===== config.mk =====
export PLATFORM = sky130hd
export DESIGN_NAME = tl_vc_credit_scheduler_flat
export DESIGN_NICKNAME = d
export VERILOG_FILES = /design/src/rtl/tl_vc_credit_scheduler_if.sv /design/src/rtl/tl_vc_credit_scheduler.sv /design/src/flat_wrapper.sv
export SDC_FILE = /design/constraint.sdc
export NUM_CORES = 1
export LEC_CHECK = 0
export ABC_AREA = 0
export CAP_MARGIN = 5
export CORE_MARGIN = 5
export CORE_UTILIZATION = 40
export CTS_BUF_LIST = sky130_fd_sc_hd__clkbuf_4 sky130_fd_sc_hd__clkbuf_8
export DETAILED_ROUTE_END_ITERATION = 6
export GPL_ROUTABILITY_DRIVEN = 0
export PLACE_DENSITY = 0.8
export SYNTH_ARGS = -nofsm -noshare
export SYNTH_HDL_FRONTEND = slang
export SYNTH_SLANG_ARGS = --single-unit
export TNS_END_PERCENT = 100

===== constraint.sdc =====
create_clock -name clk -period 3.7 [get_ports clk]
set_input_delay 0.74 -clock clk [delete_from_list [all_inputs] [get_ports clk]]
set_output_delay 0.74 -clock clk [all_outputs]
set_load 0.005 [all_outputs]

===== src/rtl/tl_vc_credit_scheduler_if.sv =====
// Source/destination handshake bundle for the VC credit scheduler.
// The slave modport is the scheduler's view; master is the surrounding FIFOs and decode stage.
interface tl_vc_credit_scheduler_if #(
   parameter int N_VC      = 2,
   parameter int DATA_SIZE = 32,
   parameter int VC_W      = (N_VC > 1) ? $clog2(N_VC) : 1
);
   logic [N_VC-1:0]           src_valid_i;
   logic [N_VC-1:0]           src_ready_o;
   logic [N_VC*DATA_SIZE-1:0] src_data_i;
   logic                      dst_valid_o;
   logic                      dst_ready_i;
   logic [DATA_SIZE-1:0]      dst_data_o;
   logic [VC_W-1:0]           dst_vc_o;

   modport slave (
      input  src_valid_i, src_data_i, dst_ready_i,
      output src_ready_o, dst_valid_o, dst_data_o, dst_vc_o
   );

   modport master (
      output src_valid_i, src_data_i, dst_ready_i,
      input  src_ready_o, dst_valid_o, dst_data_o, dst_vc_o
   );
endinterface


===== src/rtl/tl_vc_credit_scheduler.sv =====
// Credit-gated weighted round-robin VC scheduler; TL_VC_SCHED_STATS_EN adds per-VC grant counters.
// Latency: source accept to dst_valid_o is 1 clock, sustaining one transfer per clock.
// Backpressure: while dst_valid_o && !dst_ready_i the output holds and no source is accepted.
module tl_vc_credit_scheduler #(
   parameter int N_VC        = 2,
   parameter int DATA_SIZE   = 32,
   parameter int WEIGHT_W    = 4,
   parameter int CREDIT_W    = 8,
   parameter int CREDIT_INIT = 16
) (
   input  logic                       clk,
   input  logic                       rst_n,
   input  logic [N_VC*WEIGHT_W-1:0]   cfg_weight_i,
   input  logic [N_VC-1:0]            credit_ret_i,
   tl_vc_credit_scheduler_if.slave    bus,
   output logic [N_VC*CREDIT_W-1:0]   credit_o
`ifdef TL_VC_SCHED_STATS_EN
   ,
   output logic [N_VC*16-1:0]         stat_grant_o
`endif
);
   localparam int VC_W = (N_VC > 1) ? $clog2(N_VC) : 1;

   typedef enum logic [1:0] {S_IDLE, S_SEND, S_STALL} state_t;

   state_t               state_q, state_d;
   logic [CREDIT_W-1:0]  credit_q [N_VC];
   logic [CREDIT_W-1:0]  credit_d [N_VC];
   logic [VC_W-1:0]      cur_vc_q, cur_vc_d;
   logic [WEIGHT_W-1:0]  wcnt_q, wcnt_d;
   logic [DATA_SIZE-1:0] dst_data_q, dst_data_d;
   logic [VC_W-1:0]      dst_vc_q, dst_vc_d;

   logic [N_VC-1:0]      elig;
   logic [WEIGHT_W-1:0]  eff_w [N_VC];
   logic                 slot_free;
   logic                 grant_vld;
   logic                 grant_keep;
   logic [VC_W-1:0]      grant_idx;
   logic [VC_W-1:0]      cand;
   logic [N_VC-1:0]      src_rdy;

   always_comb begin
      for (int k = 0; k < N_VC; k++) begin
         eff_w[k] = cfg_weight_i[k*WEIGHT_W +: WEIGHT_W];
         if (eff_w[k] == '0) eff_w[k] = WEIGHT_W'(1);
         elig[k] = bus.src_valid_i[k] && (credit_q[k] != '0);
      end
   end

   assign slot_free = (state_q == S_IDLE) || bus.dst_ready_i;

   // The scan includes cur_vc itself as its last candidate, so a lone VC keeps getting grants.
   always_comb begin
      grant_vld  = 1'b0;
      grant_keep = 1'b0;
      grant_idx  = '0;
      cand       = '0;
      if (rst_n && slot_free) begin
         if (elig[cur_vc_q] && (wcnt_q < eff_w[cur_vc_q])) begin
            grant_vld  = 1'b1;
            grant_keep = 1'b1;
            grant_idx  = cur_vc_q;
         end else begin
            for (int i = 1; i <= N_VC; i++) begin
               cand = VC_W'((int'(cur_vc_q) + i) % N_VC);
               if (!grant_vld && elig[cand]) begin
                  grant_vld = 1'b1;
                  grant_idx = cand;
               end
            end
         end
      end
   end

   always_comb begin
      src_rdy = '0;
      if (grant_vld) src_rdy[grant_idx] = 1'b1;
   end

   always_comb begin
      state_d    = state_q;
      cur_vc_d   = cur_vc_q;
      wcnt_d     = wcnt_q;
      dst_data_d = dst_data_q;
      dst_vc_d   = dst_vc_q;
      for (int k = 0; k < N_VC; k++) credit_d[k] = credit_q[k];

      case (state_q)
         S_IDLE: if (grant_vld) state_d = S_SEND;
         S_SEND, S_STALL: begin
            if (!bus.dst_ready_i)  state_d = S_STALL;
            else if (grant_vld)    state_d = S_SEND;
            else                   state_d = S_IDLE;
         end
         default: state_d = S_IDLE;
      endcase

      if (grant_vld) begin
         dst_data_d = bus.src_data_i[int'(grant_idx)*DATA_SIZE +: DATA_SIZE];
         dst_vc_d   = grant_idx;
         if (grant_keep) begin
            wcnt_d = wcnt_q + WEIGHT_W'(1);
         end else begin
            cur_vc_d = grant_idx;
            wcnt_d   = WEIGHT_W'(1);
         end
      end

      // Simultaneous grant and return cancel; a return into a full counter is dropped.
      for (int k = 0; k < N_VC; k++) begin
         if (src_rdy[k] && !credit_ret_i[k])
            credit_d[k] = credit_q[k] - CREDIT_W'(1);
         else if (credit_ret_i[k] && !src_rdy[k] && (credit_q[k] != '1))
            credit_d[k] = credit_q[k] + CREDIT_W'(1);
      end
   end

   always_ff @(posedge clk or negedge rst_n) begin
      if (!rst_n) begin
         state_q    <= S_IDLE;
         cur_vc_q   <= '0;
         wcnt_q     <= '0;
         dst_data_q <= '0;
         dst_vc_q   <= '0;
         for (int k = 0; k < N_VC; k++) credit_q[k] <= CREDIT_W'(CREDIT_INIT);
      end else begin
         state_q    <= state_d;
         cur_vc_q   <= cur_vc_d;
         wcnt_q     <= wcnt_d;
         dst_data_q <= dst_data_d;
         dst_vc_q   <= dst_vc_d;
         for (int k = 0; k < N_VC; k++) credit_q[k] <= credit_d[k];
      end
   end

   assign bus.src_ready_o = src_rdy;
   assign bus.dst_valid_o = (state_q != S_IDLE);
   assign bus.dst_data_o  = dst_data_q;
   assign bus.dst_vc_o    = dst_vc_q;

   always_comb begin
      credit_o = '0;
      for (int k = 0; k < N_VC; k++) credit_o[k*CREDIT_W +: CREDIT_W] = credit_q[k];
   end

`ifdef TL_VC_SCHED_STATS_EN
   logic [15:0] stat_q [N_VC];

   always_ff @(posedge clk or negedge rst_n) begin
      if (!rst_n) begin
         for (int k = 0; k < N_VC; k++) stat_q[k] <= '0;
      end else begin
         for (int k = 0; k < N_VC; k++)
            if (src_rdy[k]) stat_q[k] <= stat_q[k] + 16'd1;
      end
   end

   always_comb begin
      stat_grant_o = '0;
      for (int k = 0; k < N_VC; k++) stat_grant_o[k*16 +: 16] = stat_q[k];
   end
`endif
endmodule


===== src/flat_wrapper.sv =====
// flat-port wrapper written by rule: the top's interface ports become plain ports
module tl_vc_credit_scheduler_flat 
#(
   parameter int N_VC        = 2,
   parameter int DATA_SIZE   = 32,
   parameter int WEIGHT_W    = 4,
   parameter int CREDIT_W    = 8,
   parameter int CREDIT_INIT = 16
)
  (clk, rst_n, cfg_weight_i, credit_ret_i, credit_o, bus_src_valid_i, bus_src_data_i, bus_dst_ready_i, bus_src_ready_o, bus_dst_valid_o, bus_dst_data_o, bus_dst_vc_o);
  tl_vc_credit_scheduler_if #(.N_VC(N_VC), .DATA_SIZE(DATA_SIZE)) bus_i ();
  input  logic clk;
  input  logic rst_n;
  input  logic [N_VC*WEIGHT_W-1:0] cfg_weight_i;
  input  logic [N_VC-1:0] credit_ret_i;
  output logic [N_VC*CREDIT_W-1:0] credit_o;
  input wire logic [$bits(bus_i.src_valid_i)-1:0] bus_src_valid_i;
  input wire logic [$bits(bus_i.src_data_i)-1:0] bus_src_data_i;
  input wire logic [$bits(bus_i.dst_ready_i)-1:0] bus_dst_ready_i;
  output wire logic [$bits(bus_i.src_ready_o)-1:0] bus_src_ready_o;
  output wire logic [$bits(bus_i.dst_valid_o)-1:0] bus_dst_valid_o;
  output wire logic [$bits(bus_i.dst_data_o)-1:0] bus_dst_data_o;
  output wire logic [$bits(bus_i.dst_vc_o)-1:0] bus_dst_vc_o;
  assign bus_i.src_valid_i = bus_src_valid_i;
  assign bus_i.src_data_i = bus_src_data_i;
  assign bus_i.dst_ready_i = bus_dst_ready_i;
  assign bus_src_ready_o = bus_i.src_ready_o;
  assign bus_dst_valid_o = bus_i.dst_valid_o;
  assign bus_dst_data_o = bus_i.dst_data_o;
  assign bus_dst_vc_o = bus_i.dst_vc_o;
  tl_vc_credit_scheduler #(.N_VC(N_VC), .DATA_SIZE(DATA_SIZE), .WEIGHT_W(WEIGHT_W), .CREDIT_W(CREDIT_W), .CREDIT_INIT(CREDIT_INIT)) u_core (.clk(clk), .rst_n(rst_n), .cfg_weight_i(cfg_weight_i), .credit_ret_i(credit_ret_i), .bus(bus_i), .credit_o(credit_o));
endmodule

==> impl_metrics.yaml <==
status:
  status: "finished clean"
worst_hold_path:
  min-delay-start: "u_core.bus.dst_data_o[13]"
  hold_depth: 2
  holdCritPathClass: "reg -> reg"
  hold_path_end: "u_core.bus.dst_data_o[13]"
worst_setup_path:
  cp.required_ns: 3.90
  crit_family: "buffers and inverters"
  r2r_cells: 16
  regToRegStartpoint: "u_core.cur_vc_q"
  cp.depth: 15
  cp-startpoint: "cfg_weight_i[4]"
  r2r_setup_slack_ns: 0.13
  critPathSlowestCell: "clkdlybuf4s50_1"
  regToRegEndpoint: "u_core.credit_o[5]"
  crit_fanout: 3
  slowest_delay_ns: 0.42
  crit_path_cell_trace: "clkdlybuf4s50_1, mux2i_2, nand3_4, a21o_1, buf_4, buf_6, a311o_1, inv_2, ha_4, buf_4, nor2b_2, o31ai_2, nor2b_2, xnor2_1, mux2_1"
  worst-path-buf-inv: 5
  end_kind: "flop"
  start_kind: "primary input"
  path_class: "in -> reg"
  arrival_ns: 3.85
sta:
  maxSlewViolCount: 0
  holdWs_ns: 0.4704
  relSlewSlack: 0.5239
  post-route-min-period_ns: 3.646
  setup_ws_ns: 0.05442
  finalCritPeriodShare: 0.9853
  skew_ns: 0.01454
  finalHoldViolations: 0
  setup_violations: 0
  fin_tns_setup_ns: 0
  tightest_slew_ns: 0.7142
  fmax_ghz: 0.2743
power_and_ir_drop:
  p_sw_uw: 1401
  pwr-share-comb: 0.590
  power_density_nw_per_um2: 726.4
  peakVddDrop_v: 0.0003568
  clockPowerShare: 0.094
  p_sw_frac: 0.3705
  leakagePower_uw: 0.002329
  seqPwrFrac: 0.316
  power.internal_uw: 2380
synth:
  synth_flop_cell: "dfrtp_1"
  syn_area_sq_um: 3209
  postSynthCellCount: 333
  avgSynthCellArea_sq_um: 9.638
  synthTopCellsByArea: "dfrtp_1 (42%), nand2_1 (8.9%), a22oi_1 (7.5%), ha_1 (7.0%), mux2_1 (3.9%)"
  synth_edf_count: 0
  synthArstFlopShare: 1.000
  synth.distinct_cells: 49
  yosysTopAreaCell: "dfrtp_1"
  yosysMostFrequentCell: "nand2_1"
  seq_area_frac_synth: 0.4374
  syn-num-nets: 432
  synth_warnings: 0
  synth_common_cells: "nand2_1 (76), dfrtp_1 (54), a22oi_1 (32), ha_1 (18), inv_1 (15)"
  ys_ff_latch: 56
  yosysTopAreaCellShare: 0.4211
grt:
  antenna_found_initial: 0
  grt_pass1_vias: 3337
  overflow: 0
  grt_usage: 0.1940
  grt_pass1_wl_microns: 15790
  grt_start_max_net_pins: 57
clocking:
  insertion_delay_ns: 0.31
  cts_buffers: 5
  root_buffer: "clkbuf_8"
  cts_tree: "done"
  cts_buffer_depth: 2
  h-tree-depth: 2
  clk_pin_slew_ns: 0.11
  clock-sinks: 56
detailed_routing:
  drt-pass1-iter-count: 4
  vias: 3175
  drc: 0
  initialDrtViolationCount: 120
  avgViaCountPerCell: 5.213
  ant_nets: 0
  wl_per_cell_microns: 16.06
  drt_wl_total_microns: 9783
finish:
  drive_gt1_frac: 0.2032
  design_area_sq_um: 5205
  diodes: 0
  syn_to_final_growth_pct: 62.18
  layout.nets: 605
die:
  num_rows: 32
  coreArea_sq_um: 7767
  pin_count: 131
  die_y_microns: 99.57
  dieArea_sq_um: 9914
  fp.dieW_microns: 99.57
  initial_core_util: 0.4132
placed_design:
  dp_hpwl_microns: 7302
  dpl_cell_area_sq_um: 4900
  pre_cts_ws_ns: -0.8022
  portBuffers: 130
flow_run:
  drv_cap: 0
[worst register-to-register path, cell delays in order (launching register included)]
cell	delay, ns
dfrtp_1	0.45
mux2i_1	0.15
ha_1	0.31
and3_4	0.22
nand3_4	0.08
a21o_1	0.24
buf_4	0.15
buf_6	0.11
a311o_1	0.29
inv_2	0.11
ha_4	0.21
buf_4	0.13
nor2b_2	0.15
o31ai_2	0.30
nor2b_2	0.21
xnor2_1	0.06
mux2_1	0.28
[metal layers]
layer  track usage  vias up  part of all wire
met4       0.03256        0            0.0091
met5             0        -                 0
li1              -     1550                 -
met3       0.04348        8             0.058
met1        0.2281     1529              0.39
met2        0.3642       88              0.54
[how the worst max path moves through the flow]
| stage | to | slack, ns |
|---|---|---|
| 2_1_floorplan | u_core.credit_o[15] | -0.003 |
| 3_3_place_gp | u_core.credit_o[15] | -0.56 |
| 3_5_place_dp | u_core.credit_o[15] | -0.80 |
| 4_1_cts | u_core.credit_o[15] | 0.04 |
| 5_1_grt | u_core.credit_o[15] | -0.05 |
| 6_report | u_core.credit_o[5] | 0.05 |
[registers in the layout (all words and copies together) (netlist names)]
register,count
u_core.bus.dst_data_o,32
u_core.bus.dst_vc_o,1
u_core.credit_o,16
u_core.cur_vc_q,1
u_core.state_q,2
u_core.wcnt_q,4
[logic make-up (layout without fill, tap and decap cells)]
family | count (synthesis) | in the layout | share of synthesized area
simple gates | 114 | 114 | 0.1606
compound gates | 85 | 85 | 0.1875
flops | 56 | 56 | 0.4374
buf+inv | 26 | 200 | 0.03080
fa+ha+maj | 20 | 20 | 0.08265
mux | 20 | 20 | 0.06823
xor+xnor | 12 | 12 | 0.03275
[area by class of cell]
type	count	area [sq um]
clock buffers	5	68.82
clock inverters	3	25.02
fillers	629	2562
inverters	15	56.30
multi-input cells	251	1901
flip-flops and latches	56	1404
well taps	102	127.6
repair buffers	177	1623
[stage by stage]
step / std cells / utilization / power (uW)
global route: 609 / 0.6701 / 4080
detailed placement: 591 / 0.6308 / 3223
floorplan: 333 / - / 2089
global placement: 591 / 0.6308 / 3143
finish: 609 / 0.6701 / 3781
CTS: 605 / 0.6609 / 3714
[what timing repair did]
action | in CTS | in global routing
setup buffers | 6 | 4
hold buffers | 0 | 0
resized for setup | 32 | 25
pin swaps | 19 | 26
endpoints found under the setup margin | 11 | 5
[power groups by stage]
stage | Clock, uW | Sequential, uW | Combinational, uW
finish | 355 | 1190 | 2230
CTS | 367 | 1190 | 2160
detailed placement | 0 | 1190 | 2030
global route | 389 | 1240 | 2450
floorplan | 0 | 1170 | 922
global placement | 0 | 1180 | 1970
[cells in the final DEF (no fill, tap or decap), types with 2 or more instances in the layout]
| cell | netlist | routed |
|---|---|---|
| mux2i_1 | 7 | 6 |
| a22oi_1 | 32 | 32 |
| a21oi_2 | 0 | 4 |
| dfstp_2 | 2 | 2 |
| mux2_1 | 11 | 9 |
| dfrtp_1 | 54 | 54 |
| mux2i_2 | 1 | 2 |
| ha_1 | 18 | 15 |
| clkdlybuf4s50_1 | 0 | 121 |
| nand2_1 | 76 | 76 |
| nor3_1 | 5 | 4 |
| o21ai_2 | 1 | 3 |
| inv_6 | 0 | 2 |
| mux2_4 | 0 | 2 |
| o21ai_0 | 6 | 3 |
| nor2_1 | 5 | 5 |
| clkbuf_2 | 0 | 6 |
| clkbuf_8 | 0 | 5 |
| nand3_1 | 6 | 5 |
| o211ai_1 | 3 | 3 |
| buf_4 | 0 | 46 |
| inv_1 | 15 | 14 |
| xor2_1 | 6 | 6 |
| ha_4 | 0 | 3 |
| nor2b_2 | 0 | 3 |
| a21oi_1 | 12 | 7 |
| fa_2 | 0 | 2 |
| or4_1 | 5 | 5 |
| nor3_4 | 1 | 2 |
| o21bai_1 | 2 | 2 |
| xnor2_1 | 6 | 6 |
| nand2b_1 | 2 | 2 |
| nand4_1 | 4 | 4 |
| o21a_1 | 4 | 4 |
| o2111ai_1 | 3 | 2 |
| o21ai_1 | 2 | 2 |
| a21o_1 | 4 | 4 |
| or3_1 | 3 | 3 |
Power figures use the tool's default switching activity.
